## config.mk

```make
export PLATFORM = sky130hd
export DESIGN_NAME = credential_entry
export DESIGN_NICKNAME = d
export VERILOG_FILES = /design/src/rtl/access_pkg.sv /design/src/rtl/cycle_timer.sv /design/src/rtl/credential_entry.sv
export SDC_FILE = /design/constraint.sdc
export NUM_CORES = 1
export LEC_CHECK = 0
export ABC_AREA = 1
export CAP_MARGIN = 10
export CORE_MARGIN = 4
export CORE_UTILIZATION = 59
export CTS_BUF_LIST = sky130_fd_sc_hd__clkbuf_16
export DETAILED_ROUTE_END_ITERATION = 10
export PLACE_DENSITY = 0.91
export SETUP_SLACK_MARGIN = 0.05
export SLEW_MARGIN = 0
export SYNTH_ARGS = -nofsm -noshare
export SYNTH_HDL_FRONTEND = slang
export SYNTH_HIERARCHICAL = 1
export SYNTH_SLANG_ARGS = --single-unit
```

## constraint.sdc

```tcl
create_clock -name clk -period 3.1 [get_ports clk]
set_clock_uncertainty 0.1 [all_clocks]
set_input_delay 0.62 -clock clk [delete_from_list [all_inputs] [get_ports clk]]
set_output_delay 0.62 -clock clk [all_outputs]
set_load 0.02 [all_outputs]
```

## src/rtl/access_pkg.sv

```systemverilog
// Shared definitions for the credential entry front end.
//   - FSM state encoding; the same value is shown on the LCD select lines.
//   - Tag values that mark a word sent to access control as user ID or password.
//   - Data widths and a saturating 2-bit increment for the failure counter.
package access_pkg;

    localparam int DATA_W = 16;
    localparam int DOUT_W = 18;

    localparam logic [1:0] TAG_ID = 2'b01;
    localparam logic [1:0] TAG_PW = 2'b10;

    typedef enum logic [3:0] {
        ST_IDLE      = 4'd0,
        ST_GET_ID    = 4'd1,
        ST_SEND_ID   = 4'd2,
        ST_GET_PW    = 4'd3,
        ST_SEND_PW   = 4'd4,
        ST_WAIT_RESP = 4'd5,
        ST_GRANTED   = 4'd6,
        ST_DENIED    = 4'd7,
        ST_LOCKED    = 4'd8
    } state_t;

    function automatic logic [1:0] sat_inc(input logic [1:0] v);
        return (v == 2'b11) ? v : v + 2'b01;
    endfunction

endpackage

```

## src/rtl/cycle_timer.sv

```systemverilog
// Loadable down-counter.
//   clk, rst      : clock, synchronous active-high reset
//   load/load_val : load the count (takes priority over counting)
//   run           : decrement while nonzero
//   done          : high while running with the count at zero
// A load value of N-1 makes done assert on the N-th run cycle after the load.
module cycle_timer #(
    parameter int WIDTH = 8
) (
    input  logic             clk,
    input  logic             rst,
    input  logic             load,
    input  logic [WIDTH-1:0] load_val,
    input  logic             run,
    output logic             done
);

    logic [WIDTH-1:0] r_count;

    always_ff @(posedge clk) begin
        if (rst) begin
            r_count <= '0;
        end else if (load) begin
            r_count <= load_val;
        end else if (run && (r_count != '0)) begin
            r_count <= r_count - WIDTH'(1);
        end
    end

    assign done = run && (r_count == '0);

endmodule

```

## src/rtl/credential_entry.sv

```systemverilog
// Login sequencer: captures a user ID and a password from the switches,
// sends each to access control with a one-cycle load strobe, waits for the
// grant/deny response, counts consecutive failures and enforces a lockout.
//   clk, rst            : clock, synchronous active-high reset
//   enable              : login phase active (ignored while locked)
//   switches            : value captured on enter_btn
//   enter_btn/clear_btn : one-cycle button pulses
//   access_resp_valid   : response strobe, access_grant qualifies it
//   data_out/data_load  : {tag, value} and its one-cycle strobe
//   granted/denied/locked/fail_count/lcd_code : status, all registered
//
// state      | meaning
// IDLE       | login phase inactive
// GET_ID     | waiting for enter with user ID on switches
// SEND_ID    | data_load of {TAG_ID, id}
// GET_PW     | waiting for enter with password on switches
// SEND_PW    | data_load of {TAG_PW, pw}, response timer loaded
// WAIT_RESP  | waiting for response or timeout
// GRANTED    | access granted until enable drops
// DENIED     | one-cycle denial, decides retry or lockout
// LOCKED     | lockout period, buttons and enable ignored
module credential_entry
    import access_pkg::*;
#(
    parameter int TIMEOUT_CYC = 1024,
    parameter int MAX_FAILS   = 3,
    parameter int LOCKOUT_CYC = 50_000_000
) (
    input  logic                clk,
    input  logic                rst,
    input  logic                enable,
    input  logic [DATA_W-1:0]   switches,
    input  logic                enter_btn,
    input  logic                clear_btn,
    input  logic                access_resp_valid,
    input  logic                access_grant,
    output logic [DOUT_W-1:0]   data_out,
    output logic                data_load,
    output logic                granted,
    output logic                denied,
    output logic                locked,
    output logic [1:0]          fail_count,
    output logic [3:0]          lcd_code
);

    localparam int TO_W   = $clog2(TIMEOUT_CYC + 1);
    localparam int LOCK_W = $clog2(LOCKOUT_CYC + 1);
    localparam logic [TO_W-1:0]   TO_LOAD    = TO_W'(TIMEOUT_CYC - 1);
    localparam logic [LOCK_W-1:0] LOCK_LOAD  = LOCK_W'(LOCKOUT_CYC - 1);
    localparam logic [1:0]        FAIL_LIMIT = 2'(MAX_FAILS);

    state_t              r_state;
    logic [DATA_W-1:0]   r_id_reg;
    logic [DATA_W-1:0]   r_pw_reg;
    logic [1:0]          r_fail_cnt;
    logic [DOUT_W-1:0]   r_data_out;
    logic                r_data_load;
    logic                r_granted;
    logic                r_denied;
    logic                r_locked;

    state_t              w_state_nxt;
    logic [DATA_W-1:0]   w_id_nxt;
    logic [DATA_W-1:0]   w_pw_nxt;
    logic [1:0]          w_fail_nxt;
    logic [DOUT_W-1:0]   w_dout_nxt;
    logic                w_to_done;
    logic                w_lock_done;

    cycle_timer #(.WIDTH(TO_W)) u_resp_timer (
        .clk      (clk),
        .rst      (rst),
        .load     (r_state == ST_SEND_PW),
        .load_val (TO_LOAD),
        .run      (r_state == ST_WAIT_RESP),
        .done     (w_to_done)
    );

    // Loaded on every denial; it only counts down once the FSM is locked.
    cycle_timer #(.WIDTH(LOCK_W)) u_lock_timer (
        .clk      (clk),
        .rst      (rst),
        .load     (r_state == ST_DENIED),
        .load_val (LOCK_LOAD),
        .run      (r_state == ST_LOCKED),
        .done     (w_lock_done)
    );

    always_ff @(posedge clk) begin
        if (rst) begin
            r_state     <= ST_IDLE;
            r_id_reg    <= '0;
            r_pw_reg    <= '0;
            r_fail_cnt  <= '0;
            r_data_out  <= '0;
            r_data_load <= 1'b0;
            r_granted   <= 1'b0;
            r_denied    <= 1'b0;
            r_locked    <= 1'b0;
        end else begin
            r_state     <= w_state_nxt;
            r_id_reg    <= w_id_nxt;
            r_pw_reg    <= w_pw_nxt;
            r_fail_cnt  <= w_fail_nxt;
            r_data_out  <= w_dout_nxt;
            r_data_load <= (w_state_nxt == ST_SEND_ID) || (w_state_nxt == ST_SEND_PW);
            r_granted   <= (w_state_nxt == ST_GRANTED);
            r_denied    <= (w_state_nxt == ST_DENIED);
            r_locked    <= (w_state_nxt == ST_LOCKED);
        end
    end

    // Outputs are flops loaded from the next-state decode, so each status
    // line lines up with the state it describes without extra latency.
    always_comb begin
        w_state_nxt = r_state;
        w_id_nxt    = r_id_reg;
        w_pw_nxt    = r_pw_reg;
        w_fail_nxt  = r_fail_cnt;
        w_dout_nxt  = '0;

        if ((r_state != ST_LOCKED) && !enable) begin
            w_state_nxt = ST_IDLE;
            w_id_nxt    = '0;
            w_pw_nxt    = '0;
        end else begin
            unique case (r_state)
                ST_IDLE: begin
                    w_state_nxt = ST_GET_ID;
                end
                ST_GET_ID: begin
                    if (clear_btn) begin
                        w_id_nxt = '0;
                        w_pw_nxt = '0;
                    end else if (enter_btn) begin
                        w_id_nxt    = switches;
                        w_state_nxt = ST_SEND_ID;
                    end
                end
                ST_SEND_ID: begin
                    w_state_nxt = ST_GET_PW;
                end
                ST_GET_PW: begin
                    if (clear_btn) begin
                        w_id_nxt    = '0;
                        w_pw_nxt    = '0;
                        w_state_nxt = ST_GET_ID;
                    end else if (enter_btn) begin
                        w_pw_nxt    = switches;
                        w_state_nxt = ST_SEND_PW;
                    end
                end
                ST_SEND_PW: begin
                    w_state_nxt = ST_WAIT_RESP;
                end
                ST_WAIT_RESP: begin
                    // A response in the expiry cycle still counts.
                    if (access_resp_valid) begin
                        if (access_grant) begin
                            w_state_nxt = ST_GRANTED;
                            w_fail_nxt  = '0;
                        end else begin
                            w_state_nxt = ST_DENIED;
                            w_fail_nxt  = sat_inc(r_fail_cnt);
                        end
                    end else if (w_to_done) begin
                        w_state_nxt = ST_DENIED;
                        w_fail_nxt  = sat_inc(r_fail_cnt);
                    end
                end
                ST_GRANTED: begin
                    w_state_nxt = ST_GRANTED;
                end
                ST_DENIED: begin
                    // The count was already bumped on entry to DENIED.
                    w_id_nxt    = '0;
                    w_pw_nxt    = '0;
                    w_state_nxt = (r_fail_cnt >= FAIL_LIMIT) ? ST_LOCKED : ST_GET_ID;
                end
                ST_LOCKED: begin
                    if (w_lock_done) begin
                        w_state_nxt = ST_IDLE;
                        w_fail_nxt  = '0;
                    end
                end
                default: begin
                    w_state_nxt = ST_IDLE;
                end
            endcase
        end

        if (w_state_nxt == ST_SEND_ID) begin
            w_dout_nxt = {TAG_ID, w_id_nxt};
        end else if (w_state_nxt == ST_SEND_PW) begin
            w_dout_nxt = {TAG_PW, w_pw_nxt};
        end
    end

    assign data_out   = r_data_out;
    assign data_load  = r_data_load;
    assign granted    = r_granted;
    assign denied     = r_denied;
    assign locked     = r_locked;
    assign fail_count = r_fail_cnt;
    assign lcd_code   = r_state;

endmodule

```

Word-level counts from Yosys, hierarchy flattened:

Cells that the tools add are included.

* $add $sub $neg: 3
* order comparisons: 1
* equality and inequality tests: 17
* multiplexer cells: 33
* bitwise gates (word level): 1
* reductions and logical operators: 19

Operators with widths (number)
* $mux W16: 8
* $pmux W16 S3: 2
* $mux W26: 2
* $mux W4: 9
* $pmux W4 S9: 1
* $eq A4 B3 Y1 const B: 7
* $logic_not A26 Y1: 1
* $reduce_bool A26 Y1: 1
* $sub A26 B1 Y26 const B: 1
* $mux W10: 2
* $mux W18: 1
* $mux W17: 1
* $eq A4 B2 Y1 const B: 3
* $logic_not A11 Y1: 1
* $reduce_bool A11 Y1: 1
* $sub A11 B1 Y11 const B: 1
* $mux W2: 5
* $eq A4 B4 Y1 const B: 2
* $reduce_bool A2 Y1: 3
* $reduce_or A2 Y1: 3
* $logic_and A1 B1 Y1: 5
* $eq A4 B1 Y1 const B: 1
* $logic_not A4 Y1: 1
* $ne A4 B4 Y1 const B: 1
* other kinds (11): 11

* flip-flop bits (word level): 97
* input bits: 23
* output and inout bits: 28
* logic and storage cells: 88

Depth between registers and ports, before layout:

Gate-level depths: netlist (run 1).

* depth in word-level cells: 9
* gate-level depth with buffers: 18

Hierarchy:

Netlist (run 1), hierarchy kept.

Modules (own cells, without submodules)
* credential_entry: times used 1, cells an instance 526, area an instance 3273.1 um^2
* cycle_timer at u_lock_timer: times used 1, cells an instance 355, area an instance 2087.0 um^2
* cycle_timer at u_resp_timer: times used 1, cells an instance 132, area an instance 773.2 um^2

Worst setup path after synthesis (run 1):

No wires, ideal clock.

* path type: flip-flop to flip-flop
* start: reg u_lock_timer.r_count[0]
* end: reg r_data_out[6], in the netlist data_out[6]
* library setup time: 59 ps
* arrival: 2016 ps
* data required time: 2941 ps
* slack: 926 ps
* stages on the path, launching flop included: 19
* path buffers: 2
* clock period less this slack: 2174 ps
* path through: dfxtp_1 -> inv_1 -> ha_1 -> buf_2 -> nand2_4 -> nor2_4 -> nand2_1 -> inv_1 -> nand3_1 -> nor3_1 -> inv_1 -> nand3_1 -> nand2_1 -> nand2_1 -> nand3_2 -> nor2_4 -> buf_6 -> nand3_1 -> nand2_1

* word-level cells in the longest chain between the ends: 8

Ends and longest elaborated chain
* from (decl): RTL line cycle_timer.sv:18 `logic [WIDTH-1:0] r_count;`
* from (signal assigned): RTL line cycle_timer.sv:24 `r_count <= load_val;`
* from (signal assigned): RTL line cycle_timer.sv:26 `r_count <= r_count - WIDTH'(1);`
* $logic_not A26 Y1 (*): RTL line cycle_timer.sv:30 `assign done = run && (r_count == '0);`
* $logic_and A1 B1 Y1 (*): RTL line cycle_timer.sv:30
* via w_lock_done: RTL line credential_entry.sv:68 `logic w_lock_done;`
* $mux W4 (*): RTL line credential_entry.sv:181 `if (w_lock_done) begin`
* $pmux W4 S9 (*): RTL line credential_entry.sv:127 `unique case (r_state)`
* $mux W4 (*): RTL line credential_entry.sv:122 `if ((r_state != ST_LOCKED) && !enable) begin`
* $eq A4 B3 Y1: RTL line credential_entry.sv:194 `end else if (w_state_nxt == ST_SEND_PW) begin`
* $mux W18: RTL line credential_entry.sv:194
* $mux W17 (*): RTL line credential_entry.sv:192 `if (w_state_nxt == ST_SEND_ID) begin`
* to (signal assigned): RTL line credential_entry.sv:105 `r_data_out <= w_dout_nxt;`
* to (decl): RTL line credential_entry.sv:56 `logic [DOUT_W-1:0] r_data_out;`

The timed path passes the listed nets; every way through them passes the cells marked *.
A chain may end at the register's enable or synchronous reset.

Worst setup path after layout (run 1):

* start: reg u_lock_timer.r_count[0]
* end: reg r_data_out[14], in the netlist data_out[14]

Same word-level chain as after synthesis.

==> results.yml, run 1 <==
run_status:
  status: "finished clean"
pwr:
  intPower_mw: 1.86
  power.share.combinational: 0.068
  clkPwrFrac: 0.432
  vdd_drop_max_v: 0.000237
  netSwitchingFraction: 0.256
  p_leak_nw: 3.68
  pwr-share-seq: 0.499
  pwr_density_cell_nw_per_um2: 353
  switchingPower_mw: 0.642
  finalPower_mw: 2.51
grt:
  grt_max_degree: 65
  overflow: 0
  grt_pass1_vias: 5902
  grt.total_usage: 0.266
  antenna_found_initial: 0
  grt_pass1_wl_um: 26200
logic_synthesis:
  yosysTopAreaCell: "dfxtp_1"
  ys_ff_latch: 97
  synth.cell_area_um2: 6130
  async_reset_ff_frac: 0
  ys_warn_count: 6
  yosys-top-cells-area: "dfxtp_1 32%, nand2_1 19%, nand3_1 18%"
  avgSynthCellArea_um2: 6.05
  synth_edf_count: 0
  synthDominantCellAreaShare: 0.317
  yosys-top-cells-count: "313 x nand2_1, 219 x nand3_1, 106 x inv_1"
  syn_inst: 1013
  seq_area_frac_synth: 0.317
  synth_top_flop_cell: "dfxtp_1"
  synth_most_common_cell: "nand2_1"
  synth.distinct_cells: 36
die:
  die_h_um: 110
  row_count: 36
  io_pins: 51
  dieWidth_um: 110
  initial_core_util: 0.616
  dieArea_um2: 12100
  core_area_um2: 9950
cells_and_area:
  top_register: "u_lock_timer/r_count"
  nFillCells: 864
  drive_above_1_share: 0.0821
  largest_reg_flops: 26
  syn_to_final_growth_pct: 15.6
  layout.nets: 1104
  multi_input_area_um2: 3660
  final-seq-area_um2: 1940
  n_antenna_cell: 0
sta:
  finalSetupViolCount: 0
  finalHoldViolCount: 0
  slew_headroom: 0.361
  worst_slew_pin_slew_ns: 0.957
  setup_ws_ns: 0.463
  rsz0062_at_grt: "no"
  setup_tns_ns: 0
  timing.final.crit_share: 0.851
  fmax_mhz: 379
  whs_ns: 0.385
  drv_slew: 0
  fin_crit_ns: 2.64
critical_path:
  max_stage_delay_ns: 0.40
  cp_num_buf_inv: 3
  end_kind: "register"
  path_cells: "inv_1 > ha_1 > nand2_4 > nor2_4 > nand2_1 > inv_1 > nand3_1 > nor3_1 > inv_1 > nand3_1 > nand2_1 > nand2_1 > nand3_2 > nor2_4 > nand3_1 > nand2_1"
  worstPathArrival_ns: 2.83
  startpoint_type: "register"
  crit_path_max_fanout: 17
  required_ns: 3.29
  ff2ff_setup_slack_ns: 0.46
  worst_path_most_repeated_cell: "nand2_1"
  cp_top_family: "simple AND/OR/NAND/NOR gates"
  cp_slowest_cell: "nor2_4"
  critical_path_class: "reg2reg"
cts:
  cts.sinks: 97
  cts_root_buf: "clkbuf_16"
  cts_setup_buffers: 0
  cts_buffers: 9
  clk_pin_slew_ns: 0.07
  tritoncts: "yes"
  ctsHtreeMaxLevel: 3
  hold_buffers: 0
  ctsResizeCount: 0
  clk_latency_ns: 0.35
  cts_buffer_depth: 2
place:
  dpl_worst_slack_ns: 0.513
  place.gp.congestion: 0.924
  portBuffers: 50
  hpwl_um: 10000
detailed_routing:
  drc: 0
  viasPerCell: 5.34
  dr_total_vias: 6495
  wl_um: 15400
  postRouteAntennaNets: 0
  avgRoutedWirePerCell_um: 12.6
  drtIter0Drc: 603
  dr.pass1.iters: 5
job:
  cap_violations: 0
min_path:
  hold_class: "reg2reg"
-- stage by stage --
step / util / std cells / area, um2
after floorplan: - / 1048 / 6260
after global placement: 0.684 / 1201 / 6810
after detailed placement: 0.684 / 1201 / 6810
after CTS: 0.713 / 1217 / 7090
after global routing: 0.713 / 1217 / 7090
final: 0.713 / 1217 / 7090
-- power groups by stage --
stage	clock network, mW	registers [mW]	logic [mW]
after floorplan	0	1.28	0.105
after global placement	0	1.28	0.165
after detailed placement	0	1.28	0.167
after CTS	1.10	1.25	0.168
after global routing	1.17	1.25	0.187
final	1.08	1.25	0.172
-- routing by layer --
layer,track usage,share of wire,up-vias
met5,0,0,-
met4,0.0917,0.014,0
met3,0.0405,0.062,21
met2,0.460,0.49,213
met1,0.336,0.44,2960
li1,-,-,3301
-- worst min-delay path, cell delays in order, from the launching register on --
cell and delay (ns):
dfxtp_1 0.32, nand2_1 0.06, a21oi_1 0.06
-- cell usage in the layout, fill, tap and decap left out, types with 3 or more instances in the layout --
| cell | count |
|---|---|
| dfxtp_1 | 97 |
| o21ai_0 | 19 |
| nand2_4 | 4 |
| clkbuf_16 | 9 |
| conb_1 | 37 |
| nand4_1 | 6 |
| nand3_2 | 3 |
| clkinv_4 | 3 |
| buf_4 | 11 |
| inv_1 | 106 |
| nor3_2 | 6 |
| nand2_2 | 8 |
| xor2_1 | 4 |
| inv_2 | 7 |
| nand3_1 | 219 |
| nand2_1 | 313 |
| nor2_1 | 104 |
| a21oi_2 | 5 |
| clkinv_1 | 4 |
| o21ai_1 | 6 |
| xnor2_1 | 5 |
| clkdlybuf4s50_1 | 50 |
| a21oi_1 | 11 |
| nor2_2 | 18 |
| nor3_1 | 5 |
| nor2_4 | 9 |
-- layout make-up --
class / count / area share
Clock buffer: 9 / 0.0318
Inverter: 116 / 0.0614
Multi-Input combinational cell: 793 / 0.516
Tap cell: 133 / 0.0235
Sequential cell: 97 / 0.274
Timing Repair Buffer: 62 / 0.0850
Clock inverter: 7 / 0.00864
-- kinds of logic after synthesis --
logic type                 share of synthesized area
adders and majority gates                    0.00408
other                                        0.00122
and+or+nand+nor                                0.515
DFF                                            0.317
AOI/OAI and AO/OA                             0.0414
xor gates and xnor gates                      0.0129
buffers and inverters                          0.109
-- worst paths after layout --
| check | depth (start not counted) | endpoint | from |
|---|---|---|---|
| max reg2reg | 16 | data_out[14]$_SDFF_PP0_ | u_lock_timer/r_count[0]$_SDFFE_PP0P_ |
| min reg2reg | 2 | u_resp_timer/r_count[0]$_SDFFE_PP0P_ | u_resp_timer/r_count[0]$_SDFFE_PP0P_ |
| max | 16 | data_out[14]$_SDFF_PP0_ | u_lock_timer/r_count[0]$_SDFFE_PP0P_ |
| min | 2 | u_resp_timer/r_count[0]$_SDFFE_PP0P_ | u_resp_timer/r_count[0]$_SDFFE_PP0P_ |
(Power assumes the default switching activity.)
==> inputs of run 2 (changes only) <==
--- a/config.mk
+++ b/config.mk
@@ -13,6 +13,7 @@
 export DETAILED_ROUTE_END_ITERATION = 10
 export PLACE_DENSITY = 0.91
 export SETUP_SLACK_MARGIN = 0.05
+export SKIP_CTS_REPAIR_TIMING = 1
 export SLEW_MARGIN = 0
 export SYNTH_ARGS = -nofsm -noshare
 export SYNTH_HDL_FRONTEND = slang
==> results of run 2 <==
The final DEF is identical to that of run 1; final timing and power are the same.
==> inputs of run 3 (changes only) <==
--- a/config.mk
+++ b/config.mk
@@ -8,10 +8,10 @@
 export ABC_AREA = 1
 export CAP_MARGIN = 10
 export CORE_MARGIN = 4
-export CORE_UTILIZATION = 59
+export CORE_UTILIZATION = 55
 export CTS_BUF_LIST = sky130_fd_sc_hd__clkbuf_16
 export DETAILED_ROUTE_END_ITERATION = 10
-export PLACE_DENSITY = 0.91
+export PLACE_DENSITY = 0.86
 export SETUP_SLACK_MARGIN = 0.05
 export SKIP_CTS_REPAIR_TIMING = 1
 export SLEW_MARGIN = 0
==> results.yml, run 3 (same netlist as run 1, synthesis figures left out) <==
pwr:
  p_leak_nw: 3.69
  pwr_density_cell_nw_per_um2: 360
  vdd_drop_max_v: 0.000316
cells_and_area:
  top_register: "u_lock_timer/r_count"
  layout_common_cells: "313 x nand2_1, 219 x nand3_1, 107 x inv_1"
  final-seq-area_um2: 1940
  syn_to_final_growth_pct: 16.1
  multi_input_area_um2: 3660
  nFillCells: 988
  drive_above_1_share: 0.0821
  layout.nets: 1104
  largest_reg_flops: 26
  n_antenna_cell: 0
  final_common_cell: "nand2_1"
detailed_routing:
  drc: 0
  drtIter0Drc: 503
  dr_total_vias: 6359
  dr.pass1.iters: 5
  viasPerCell: 5.20
  avgRoutedWirePerCell_um: 12.3
  postRouteAntennaNets: 0
  wl_um: 15100
critical_path:
  critical_path_class: "reg2reg"
  crit_path_max_fanout: 17
  worstPathArrival_ns: 2.85
  startpoint_type: "register"
  end_kind: "register"
  reg2reg_depth: 16
  required_ns: 3.28
cts:
  cts.sinks: 97
  tritoncts: "yes"
  cts_root_buf: "clkbuf_16"
  cts_buffer_depth: 2
  clk_pin_slew_ns: 0.07
  cts_buffers: 9
  clk_latency_ns: 0.34
  ctsHtreeMaxLevel: 3
sta:
  slew_headroom: 0.335
  finalSetupViolCount: 0
  rsz0062_at_grt: "no"
  setup_tns_ns: 0
  timing.final.crit_share: 0.859
  drv_slew: 0
  finalHoldViolCount: 0
  fin_crit_ns: 2.66
  worst_slew_pin_slew_ns: 0.996
  fmax_mhz: 375
  setup_ws_ns: 0.436
min_path:
  hold_class: "reg2reg"
  whs_path_depth: 2
die:
  core_area_um2: 10900
  io_pins: 51
  row_count: 38
  initial_core_util: 0.563
  dieWidth_um: 114
  dieArea_um2: 12900
  die_h_um: 114
place:
  portBuffers: 50
  hpwl_um: 9960
  place.gp.congestion: 0.954
  dpl_worst_slack_ns: 0.486
grt:
  grt_pass1_wl_um: 26900
  antenna_found_initial: 0
  grt.total_usage: 0.247
  overflow: 0
  grt_max_degree: 49
  grt_pass1_vias: 6016
run_status:
  status: "finished clean"
job:
  cap_violations: 0
[run 3: path summary, 6_finish.rpt]
| check | startpoint | end | slack, ns |
|---|---|---|---|
| max | u_lock_timer/r_count[0]$_SDFFE_PP0P_ | data_load$_SDFF_PP0_ | 0.44 |
| min | u_resp_timer/r_count[0]$_SDFFE_PP0P_ | u_resp_timer/r_count[0]$_SDFFE_PP0P_ | 0.38 |
| max reg2reg | u_lock_timer/r_count[0]$_SDFFE_PP0P_ | data_load$_SDFF_PP0_ | 0.44 |
| min reg2reg | u_resp_timer/r_count[0]$_SDFFE_PP0P_ | u_resp_timer/r_count[0]$_SDFFE_PP0P_ | 0.38 |
[run 3: metrics by stage]
step,hold WS [ns],total power [mW],cell area (um2),util,instances
6_report,0.380,2.56,7120,0.654,1224
5_1_grt,0.418,2.66,7120,0.654,1224
4_1_cts,0.380,2.58,7120,0.654,1224
3_5_place_dp,0.370,1.45,6820,0.626,1208
3_3_place_gp,0.364,1.45,6820,0.626,1208
2_1_floorplan,0.343,1.39,6260,-,1048
[run 3: power by group]
part	total [mW]	internal, mW	switching, mW
Sequential	1.25	1.25	0.00342
Combinational	0.170	0.0560	0.114
Clock	1.14	0.636	0.503
[run 3: cell type report]
| class | instances | area share |
|---|---|---|
| clock buffer | 9 | 0.0316 |
| clock inverter | 7 | 0.0112 |
| inverter | 116 | 0.0611 |
| multi-input combinational | 793 | 0.514 |
| sequential | 97 | 0.273 |
| tap | 140 | 0.0246 |
| timing repair buffer | 62 | 0.0847 |
[run 3: critical path, cell delays in order, from the launching register on]
cell	delay [ns]
dfxtp_1	0.32
inv_1	0.09
ha_1	0.36
nand2_4	0.12
nor2_4	0.17
nand2_1	0.09
inv_1	0.07
nand3_1	0.07
nor3_1	0.16
inv_1	0.06
nand3_1	0.10
nand2_1	0.06
nand2_1	0.10
nand3_2	0.10
nor2_4	0.38
nand2_1	0.15
nand2_1	0.09
[run 3: routing by layer]
metal  vias up  share of wire  global-route usage  wire length [um]
met5         -              0                   0                 0
met3        18          0.059              0.0493               887
met4         0          0.012              0.0665               180
met1      2842           0.44               0.308              6580
li1       3292              -                   -                 -
met2       207           0.49               0.433              7410
